$ cat src/rtl/stream_aligner.sv
`timescale 1ns/1ps
// stream_aligner
// Drops incoming samples until a sync-marked beat (tuser=1) arrives, then
// forwards a frame of exactly max_cnt beats with tlast on the final beat.
// The output is a single register stage; control/status sit behind a small
// word-addressed register port with combinational read data.
module stream_aligner #(
    parameter int DATA_WIDTH = 32,
    parameter int CNT_WIDTH  = 32
) (
    input  logic                  clock,
    input  logic                  reset,
    input  logic                  in_tvalid,
    output logic                  in_tready,
    input  logic [DATA_WIDTH-1:0] in_tdata,
    input  logic                  in_tuser,
    output logic                  out_tvalid,
    input  logic                  out_tready,
    output logic [DATA_WIDTH-1:0] out_tdata,
    output logic                  out_tlast,
    input  logic                  reg_wr,
    input  logic [4:0]            reg_addr,
    input  logic [31:0]           reg_wdata,
    output logic [31:0]           reg_rdata
);

    typedef enum logic [1:0] {
        ST_IDLE   = 2'd0,
        ST_SEARCH = 2'd1,
        ST_PASS   = 2'd2,
        ST_DONE   = 2'd3
    } state_t;

    // Register read/write path is at least 32 bits wide so a counter of any
    // width can be zero-extended or truncated onto the 32-bit bus.
    localparam int REG_WIDTH = (CNT_WIDTH > 32) ? CNT_WIDTH : 32;

    localparam logic [CNT_WIDTH-1:0] CNT_ZERO = CNT_WIDTH'(1'b0);
    localparam logic [CNT_WIDTH-1:0] CNT_ONE  = CNT_WIDTH'(1'b1);

    localparam logic [2:0] ADDR_EN      = 3'd0;
    localparam logic [2:0] ADDR_ALIGNED = 3'd1;
    localparam logic [2:0] ADDR_CNT     = 3'd2;
    localparam logic [2:0] ADDR_MAX     = 3'd3;
    localparam logic [2:0] ADDR_PASS    = 3'd4;

    state_t                 state;
    state_t                 state_next;

    logic                   en;
    logic                   cnt_passthrough;
    logic [CNT_WIDTH-1:0]   max_cnt;
    logic [CNT_WIDTH-1:0]   cnt;

    logic                   out_free;
    logic [CNT_WIDTH-1:0]   cnt_inc;
    logic                   hit_last;
    logic                   load;
    logic                   aligned;

    logic [2:0]             word_addr;
    logic [REG_WIDTH-1:0]   cnt_wide;
    logic [REG_WIDTH-1:0]   max_wide;
    logic [REG_WIDTH-1:0]   wdata_wide;

    // Packet-position helpers shared by the FSM and the datapath
    always_comb begin
        out_free = !out_tvalid || out_tready;
        cnt_inc  = cnt + CNT_ONE;
        // max_cnt of zero means an unbounded packet: never flag a last beat
        hit_last = (max_cnt != CNT_ZERO) && (cnt_inc == max_cnt);
        aligned  = (state == ST_PASS);
    end

    // FSM state register
    always_ff @(posedge clock) begin
        if (reset) begin
            state <= ST_IDLE;
        end else begin
            state <= state_next;
        end
    end

    // FSM next-state logic
    always_comb begin
        state_next = state;
        case (state)
            ST_IDLE: begin
                if (en) begin
                    state_next = ST_SEARCH;
                end else begin
                    state_next = ST_IDLE;
                end
            end
            ST_SEARCH: begin
                // Disable only completes once nothing is left in the output stage
                if (!en && out_free) begin
                    state_next = ST_IDLE;
                end else if (load && hit_last && !cnt_passthrough) begin
                    state_next = ST_DONE;
                end else if (load) begin
                    state_next = ST_PASS;
                end else begin
                    state_next = ST_SEARCH;
                end
            end
            ST_PASS: begin
                if (!en && out_free) begin
                    state_next = ST_IDLE;
                end else if (load && hit_last && !cnt_passthrough) begin
                    state_next = ST_DONE;
                end else begin
                    state_next = ST_PASS;
                end
            end
            ST_DONE: begin
                if (!en && out_free) begin
                    state_next = ST_IDLE;
                end else begin
                    state_next = ST_DONE;
                end
            end
            default: begin
                state_next = ST_IDLE;
            end
        endcase
    end

    // FSM outputs: input handshake and output-register load strobe
    always_comb begin
        in_tready = 1'b0;
        load      = 1'b0;
        case (state)
            ST_IDLE: begin
                in_tready = 1'b0;
                load      = 1'b0;
            end
            ST_SEARCH: begin
                // Non-sync beats are consumed and dropped; only the sync beat loads
                in_tready = en && out_free;
                load      = in_tvalid && in_tready && in_tuser;
            end
            ST_PASS: begin
                in_tready = en && out_free;
                load      = in_tvalid && in_tready;
            end
            ST_DONE: begin
                in_tready = 1'b0;
                load      = 1'b0;
            end
            default: begin
                in_tready = 1'b0;
                load      = 1'b0;
            end
        endcase
    end

    // Beat counter: clears on the way to IDLE, wraps per packet in passthrough
    always_ff @(posedge clock) begin
        if (reset) begin
            cnt <= CNT_ZERO;
        end else if (state_next == ST_IDLE) begin
            cnt <= CNT_ZERO;
        end else if (load) begin
            if (hit_last && cnt_passthrough) begin
                cnt <= CNT_ZERO;
            end else begin
                cnt <= cnt_inc;
            end
        end else begin
            cnt <= cnt;
        end
    end

    // Output register stage: load on accept, drain on downstream ready, hold when stalled
    always_ff @(posedge clock) begin
        if (reset) begin
            out_tvalid <= 1'b0;
            out_tdata  <= {DATA_WIDTH{1'b0}};
            out_tlast  <= 1'b0;
        end else if (load) begin
            out_tvalid <= 1'b1;
            out_tdata  <= in_tdata;
            out_tlast  <= hit_last;
        end else if (out_tready) begin
            out_tvalid <= 1'b0;
            out_tdata  <= out_tdata;
            out_tlast  <= out_tlast;
        end else begin
            out_tvalid <= out_tvalid;
            out_tdata  <= out_tdata;
            out_tlast  <= out_tlast;
        end
    end

    // Address decode and width adaptation between counters and the 32-bit bus
    always_comb begin
        word_addr  = reg_addr[4:2];
        cnt_wide   = REG_WIDTH'(cnt);
        max_wide   = REG_WIDTH'(max_cnt);
        wdata_wide = REG_WIDTH'(reg_wdata);
    end

    // Control registers: written by the register port, unmapped writes ignored
    always_ff @(posedge clock) begin
        if (reset) begin
            en              <= 1'b0;
            cnt_passthrough <= 1'b0;
            max_cnt         <= CNT_ZERO;
        end else if (reg_wr) begin
            case (word_addr)
                ADDR_EN: begin
                    en <= reg_wdata[0];
                end
                ADDR_MAX: begin
                    max_cnt <= CNT_WIDTH'(wdata_wide);
                end
                ADDR_PASS: begin
                    cnt_passthrough <= reg_wdata[0];
                end
                default: begin
                    en              <= en;
                    cnt_passthrough <= cnt_passthrough;
                    max_cnt         <= max_cnt;
                end
            endcase
        end else begin
            en              <= en;
            cnt_passthrough <= cnt_passthrough;
            max_cnt         <= max_cnt;
        end
    end

    // Combinational read mux; unmapped words read as zero
    always_comb begin
        reg_rdata = 32'd0;
        case (word_addr)
            ADDR_EN: begin
                reg_rdata = {31'd0, en};
            end
            ADDR_ALIGNED: begin
                reg_rdata = {31'd0, aligned};
            end
            ADDR_CNT: begin
                reg_rdata = cnt_wide[31:0];
            end
            ADDR_MAX: begin
                reg_rdata = max_wide[31:0];
            end
            ADDR_PASS: begin
                reg_rdata = {31'd0, cnt_passthrough};
            end
            default: begin
                reg_rdata = 32'd0;
            end
        endcase
    end

endmodule

$ cat config.mk
export PLATFORM = sky130hd
export DESIGN_NAME = stream_aligner
export DESIGN_NICKNAME = d
export VERILOG_FILES = /design/src/rtl/stream_aligner.sv
export SDC_FILE = /design/constraint.sdc
export NUM_CORES = 1
export LEC_CHECK = 0
export ABC_AREA = 1
export CAP_MARGIN = 15
export CORE_ASPECT_RATIO = 0.7
export CORE_MARGIN = 2
export CORE_UTILIZATION = 46
export DETAILED_ROUTE_END_ITERATION = 12
export GPL_ROUTABILITY_DRIVEN = 0
export PLACE_DENSITY = 0.8
export SYNTH_ARGS = -nofsm -noshare
export SYNTH_HDL_FRONTEND = slang
export SYNTH_SLANG_ARGS = --single-unit
$ cat constraint.sdc
create_clock -name clock -period 2.4 [get_ports clock]
set_input_delay 0.24 -clock clock [delete_from_list [all_inputs] [get_ports clock]]
set_output_delay 0.24 -clock clock [all_outputs]
set_load 0.03 [all_outputs]
==> out/results.ini <==
[critical_path]
cp-start-kind = flop
cp_data_required_time_ns = 2.69
worstReg2RegEnd = cnt[2]
r2r_start = cnt[1]
cp_max_fo = 21
cp-end-kind = flop
critical_path_class = reg2reg
r2r_cells = 18
critPathArrivalTime_ns = 2.93
r2r_slack_ns = -0.24

[cts]
cts_root_buf = clkbuf_16
insertion_delay_ns = 0.37
cts_tree = yes
clockBufferDepth = 2
clk_pin_slew_ns = 0.08
numCtsBuffers = 9
cts_hold_buf = 0
clock-sinks = 102
h-tree-depth = 3

[routing]
viasPerCell = 5.42
detail_route.wl_per_cell_um = 15.3
drt_first_pass_iters = 5
drt_iter0_drc = 626
route.vias.total = 7127
wl_um = 20100
drc = 0
ant_nets = 0

[power_and_ir_drop]
p_leak_nw = 3.65
internal_power_mw = 2.64
p_comb_share_pct = 10.6
p_sw_share_pct = 26.7
clockPowerShare_pct = 41.3
power_switching_mw = 0.961
peakVddDrop_mv = 0.499
power_density_mw_per_mm2 = 411
power_frac_seq_pct = 48.1
total_power_mw = 3.60

[place]
portBuffers = 139
dp_cells = 1296
dp_hpwl_um = 14500

[cells_and_area]
final_common_cell = nand2_1
layout.nets = 1228
final_cell_mix = nand2_1 (196), nor2_1 (139), buf_4 (129)
antenna_cells = 0
layout-drive-gt1-share_pct = 19.9
area_delta_synth_final_pct = 47.8
finalNonFillerCells = 1315
fin_util_pct = 69.9

[timing]
finalSetupTns_ns = -6.91
finalHoldViolCount = 0
layout_setup_ws_ns = -0.241
fmax_mhz = 379
finalCritPeriodShare_pct = 110
finalCriticalPeriod_ns = 2.64
worst_pin_slew_ns = 0.753
drv_slew = 0
setup-violations-final = 33
clock_skew_ns = 0.0103
timing.hold.ws_ns = 0.439
maxSlewHeadroom_pct = 49.8
rsz0062_at_grt = true

[floorplan]
core_region_area_mm2 = 0.0125
initial_utilization_pct = 47.3
ios = 142
rows = 34
fp.dieH_um = 98.9
die_w_um = 140
die_area_mm2 = 0.0138

[yosys]
synth_area_mm2 = 0.00592
ys_seq_elements = 102
ys_seq_area_share_pct = 34.5
syn_inst = 923
synth_top_area_share_pct = 34.5
synth_area_per_cell_um2 = 6.41
synth_area_leader_cell = dfxtp_1
synth.area.top_cells = dfxtp_1 (35%), nand2_1 (13%), nor2_1 (9.9%)
synth_fp_nets = 1003
ys_warn_count = 0
synth_cell_types = 34

[run]
cap_viol_max_count = 0

[run_status]
violations = negative setup slack
status = finished, violations left

[global_routing]
antenna_found_initial = 0
grt_max_degree = 60
track_usage_pct = 29.0
grt_pass1_wl_um = 32400
gr-total-overflow = 0
grt_pass1_vias = 6762

[min_path]
hold-path-endpoint = out_tdata[15]
hold_path.class = in2reg
min_path_cells = 3
hp-start = in_tdata[15]

## final cells by class
cell class,instances,area [µm²]
timing repair buffer,251,2340
tap,162,203
sequential,102,2060
fill,1003,3760
multi-input combinational,680,3470
inverter,104,390
clock buffer,10,229
clock inverter,6,62.6
## routing by layer
metal  GRT usage, %  vias to the layer above  part of all wire [%]
li1               -                     3479                     -
met1           38.0                     3229                    44
met2           45.4                      375                    44
met3           8.75                       44                    11
met4           10.8                        0                   2.2
met5              0                        -                     0
## what timing repair did
item | 4_1_cts | 5_1_grt
endpoints found under the setup margin | 33 | 34
gates resized for setup | 24 | 24
pin swaps | 6 | 6
buffers inserted | 1 | 2
## kinds of logic (layout without fill, tap and decap cells)
group | after synthesis | after routing | share of synthesized area, %
AOI/OAI and AO/OA | 207 | 207 | 20.0
xor gates and xnor gates | 8 | 8 | 1.88
adders and majority gates | 5 | 5 | 1.06
buffers and inverters | 141 | 371 | 9.58
DFF | 102 | 102 | 34.5
and+or+nand+nor | 460 | 460 | 33.0
## metrics by stage
stage | instance area (µm²) | setup WS, ns
2_1_floorplan | 5920 | 0.0298
3_3_place_gp | 8260 | -0.306
3_5_place_dp | 8260 | -0.339
4_1_cts | 8650 | -0.172
5_1_grt | 8750 | -0.427
6_report | 8750 | -0.241
## power groups by stage
stage,Sequential [mW],Clock [mW],Combinational [mW]
global route,1.73,1.57,0.416
floorplan,1.77,0,0.169
detailed placement,1.77,0,0.369
CTS,1.73,1.50,0.375
finish,1.73,1.49,0.380
global placement,1.77,0,0.364
## synth_stat cells
library cell / instances
a22oi_2: 4
o21ai_1: 1
o2111ai_1: 1
a2bb2oi_1: 5
buf_6: 5
nand4_1: 7
nand2_4: 3
o22ai_1: 29
a21oi_2: 3
inv_2: 3
o21ai_0: 74
nor3_1: 4
nor2_8: 1
xnor3_1: 3
a21oi_1: 67
inv_1: 100
xnor2_1: 1
clkinv_1: 1
ha_1: 5
nor2_2: 5
nor2_1: 156
and2_1: 1
nand3b_1: 1
clkbuf_1: 32
a31oi_1: 7
a22oi_1: 15
o21bai_1: 1
dfxtp_1: 102
nor2_4: 5
nand2_1: 203
nand2_2: 3
xor2_1: 4
nand3_2: 2
nand3_1: 69
## worst max-delay path by stage
stage               cells after the start  slack [ns]       to    from
global route                           18       -0.43  cnt[12]  cnt[4]
detailed placement                     16       -0.34  cnt[29]  cnt[3]
CTS                                    20       -0.17   cnt[2]  cnt[1]
floorplan                              19        0.03  cnt[20]  cnt[1]
global placement                       16       -0.31  cnt[20]  cnt[3]
finish                                 18       -0.24   cnt[2]  cnt[1]
## registers in the layout (all words and copies together), names as in the netlist
name / count
out_tlast: 1
max_cnt: 32
cnt: 32
out_tvalid: 1
state: 2
out_tdata: 32
cnt_passthrough: 1
en: 1
## critical path, stage by stage, from the launching register on
cell and delay, ns:
dfxtp_4 0.39, ha_4 0.17, nand3_1 0.12, nor2_2 0.18
nand3_1 0.15, nand2_1 0.14, nand2_1 0.09, nand2_1 0.06
nand3_1 0.08, nor2_2 0.15, nand3_2 0.11, nor2_4 0.16
nand3_1 0.08, o21bai_1 0.13, nand2_1 0.08, nand3_2 0.09
nand2_4 0.07, buf_12 0.17, a21oi_1 0.13
Note: power is estimated with default switching activity, not from simulation.
==> patch (config.mk and constraints unchanged) <==
Reset style: asynchronous (`reset`), changed in 4 clocked blocks.
--- a/src/rtl/stream_aligner.sv
+++ b/src/rtl/stream_aligner.sv
@@ -75,3 +75,3 @@
     // FSM state register
-    always_ff @(posedge clock) begin
+    always_ff @(posedge clock or posedge reset) begin
         if (reset) begin
@@ -158,3 +158,3 @@
     // Beat counter: clears on the way to IDLE, wraps per packet in passthrough
-    always_ff @(posedge clock) begin
+    always_ff @(posedge clock or posedge reset) begin
         if (reset) begin
@@ -175,3 +175,3 @@
     // Output register stage: load on accept, drain on downstream ready, hold when stalled
-    always_ff @(posedge clock) begin
+    always_ff @(posedge clock or posedge reset) begin
         if (reset) begin
@@ -204,3 +204,3 @@
     // Control registers: written by the register port, unmapped writes ignored
-    always_ff @(posedge clock) begin
+    always_ff @(posedge clock or posedge reset) begin
         if (reset) begin
Check against the original RTL: differs if reset is asserted again (counterexample within 4 cycles, from zero or initial values and one cycle with reset high); with reset held inactive, the same outputs for 4 cycles.
==> patch against the unedited design <==
- the run still ends with negative setup slack left
- cell area up 9.8%
- synthesized area up 16%
- global-route usage down 0.063 points
- sequential cell count unchanged
- hold slack worse by 0.10 ns
- setup slack better by 0.020 ns
- wire length up 9.4%
Power is not compared: it rests on default switching activity, and its combinational part moved more than twofold at a synthesized area within 25%.
==> patch: results (changes against the unedited design) <==
INFO  metric outcome = finished, violations left (unchanged)
INFO  metric violated_checks = negative setup slack (unchanged)
INFO  metric layout.nets = 1,374 (was 1,228)
INFO  metric critical_path_peak_fanout = 20 (was 21)
INFO  metric placement.cell_area = 9236 sq um (was 8259 sq um)
INFO  metric first_global_vias = 7,467 (was 6,762)
INFO  metric worst_path_arrival_time = 2.91 ns (was 2.93 ns)
INFO  metric synth_common_cells = 408 x nand2_1, 123 x nor2_1, 120 x inv_1, 110 x nand3_1, 102 x dfrtp_1 (was 203 x nand2_1, 156 x nor2_1, 102 x dfxtp_1, 100 x inv_1, 74 x o21ai_0)
INFO  metric netlist_top_cells_area = dfrtp_1 37%, nand2_1 22%, nand3_1 8.0%, nor2_1 6.7%, inv_1 6.6% (was dfxtp_1 35%, nand2_1 13%, nor2_1 9.9%, inv_1 6.3%, o21ai_0 6.3%)
INFO  metric post_route_setup_slack = -0.2210 ns (was -0.2407 ns)
INFO  metric drt-vias-per-instance = 5.206 (was 5.420)
INFO  metric fin_skew = 0.01139 ns (was 0.01035 ns)
INFO  metric asyncSetResetFlopFracSynth = 1.000 (was 0)
INFO  metric critical-path-max-stage-delay = 0.37 ns (was 0.39 ns)
INFO  metric setup_viol = 33 (unchanged)
INFO  metric slew_headroom = 0.5537 (was 0.4979)
INFO  metric gr-usage-all-layers = 0.2894 (was 0.2900)
INFO  metric dp_hpwl = 16,830 um (was 14,510 um)
INFO  metric n_fill_cell = 1,302 (was 1,003)
INFO  metric placed_cells = 1,477 (was 1,296)
INFO  metric drt_pass1_iterations = 7 (was 5)
INFO  metric grt_max_degree = 40 (was 60)
INFO  metric wl = 22,010 um (was 20,120 um)
INFO  metric grt_first_pass_wirelength = 36,560 um (was 32,400 um)
INFO  metric unique_cell_type_count_in_the_yosys_netlist = 35 (was 34)
-- patch: area by class of cell --
type | count | area (sq um) | share of cell area
Clock inverter | 6 | 65.06 | 0.006771
Sequential cell | 102 | 2555 | 0.2659
Timing Repair Buffer | 241 | 2283 | 0.2376
Clock buffer | 10 | 229.0 | 0.02383
Inverter | 143 | 543.0 | 0.05651
Multi-Input combinational cell | 797 | 3690 | 0.3840
Tap cell | 195 | 244.0 | 0.02539
-- patch: stage by stage --
| step | setup TNS (ns) | utilization | setup slack, ns | hold slack, ns |
|---|---|---|---|---|
| 2_1_floorplan | 0 | - | 0.07783 | 0.3572 |
| 5_1_grt | -10.65 | 0.6569 | -0.3664 | 0.4041 |
| 3_3_place_gp | -3.058 | 0.6314 | -0.1090 | 0.4534 |
| 3_5_place_dp | -4.532 | 0.6314 | -0.2027 | 0.4619 |
| 4_1_cts | -3.212 | 0.6544 | -0.1316 | 0.3435 |
| 6_report | -5.442 | 0.6569 | -0.2210 | 0.3381 |
-- patch: power breakdown --
group / total [W] / switching [W] / internal [W]
sequential: 0.00231 / 0.000249 / 0.00206
combinational: 0.00231 / 0.00138 / 0.000922
clock: 0.00149 / 0.000754 / 0.000739
total: 0.00611 / 0.00239 / 0.00372
-- patch: cells by family (layout without fill, tap and decap cells) --
logic type / count (synthesis) / in the layout / share of synthesized area
multiplexers: 1 / 1 / 0.001458
buffers and inverters: 178 / 400 / 0.1012
AND/OR/NAND/NOR: 683 / 683 / 0.4198
flip-flops: 102 / 102 / 0.3719
adder cells (fa/ha/maj): 5 / 5 / 0.009114
AO/OA/AOI/OAI: 106 / 106 / 0.09205
XOR/XNOR: 2 / 2 / 0.004557
-- patch: worst max-delay path, delay by kind of cell (launching register included) --
family / cells / cell delay (ns)
adders and majority gates: 1 / 0.23
AOI/OAI and AO/OA: 1 / 0.10
buffers and inverters: 3 / 0.45
DFF: 1 / 0.37
and+or+nand+nor: 14 / 1.39
-- patch: what timing repair did --
action	CTS	global route
pin swaps	3	0
buffers inserted	1	0
setup endpoints to repair	33	35
gates resized for setup	11	10
hold buffers	0	0
-- patch: per-layer routing --
metal  part of all wire  up-vias  global-route usage  wire length, um
met5                  0        -                   0                0
met4              0.021        0             0.08423              459
met3               0.11       41             0.07167             2459
met2               0.44      393              0.4537             9676
met1               0.43     3537              0.3974             9416
li1                   -     3807                   -                -
-- patch: worst paths after layout --
kind	start	to	slack (ns)	cells past startpoint
min	reset	out_tdata[4]	0.34	2
max in group asynchronous	reset	cnt[5]	1.42	3
max reg2reg	cnt[0]	cnt[8]	-0.22	19
min in group clock	in_tdata[26]	out_tdata[26]	0.41	3
max	cnt[0]	cnt[8]	-0.22	19
min reg2reg	out_tdata[14]	out_tdata[14]	0.47	2
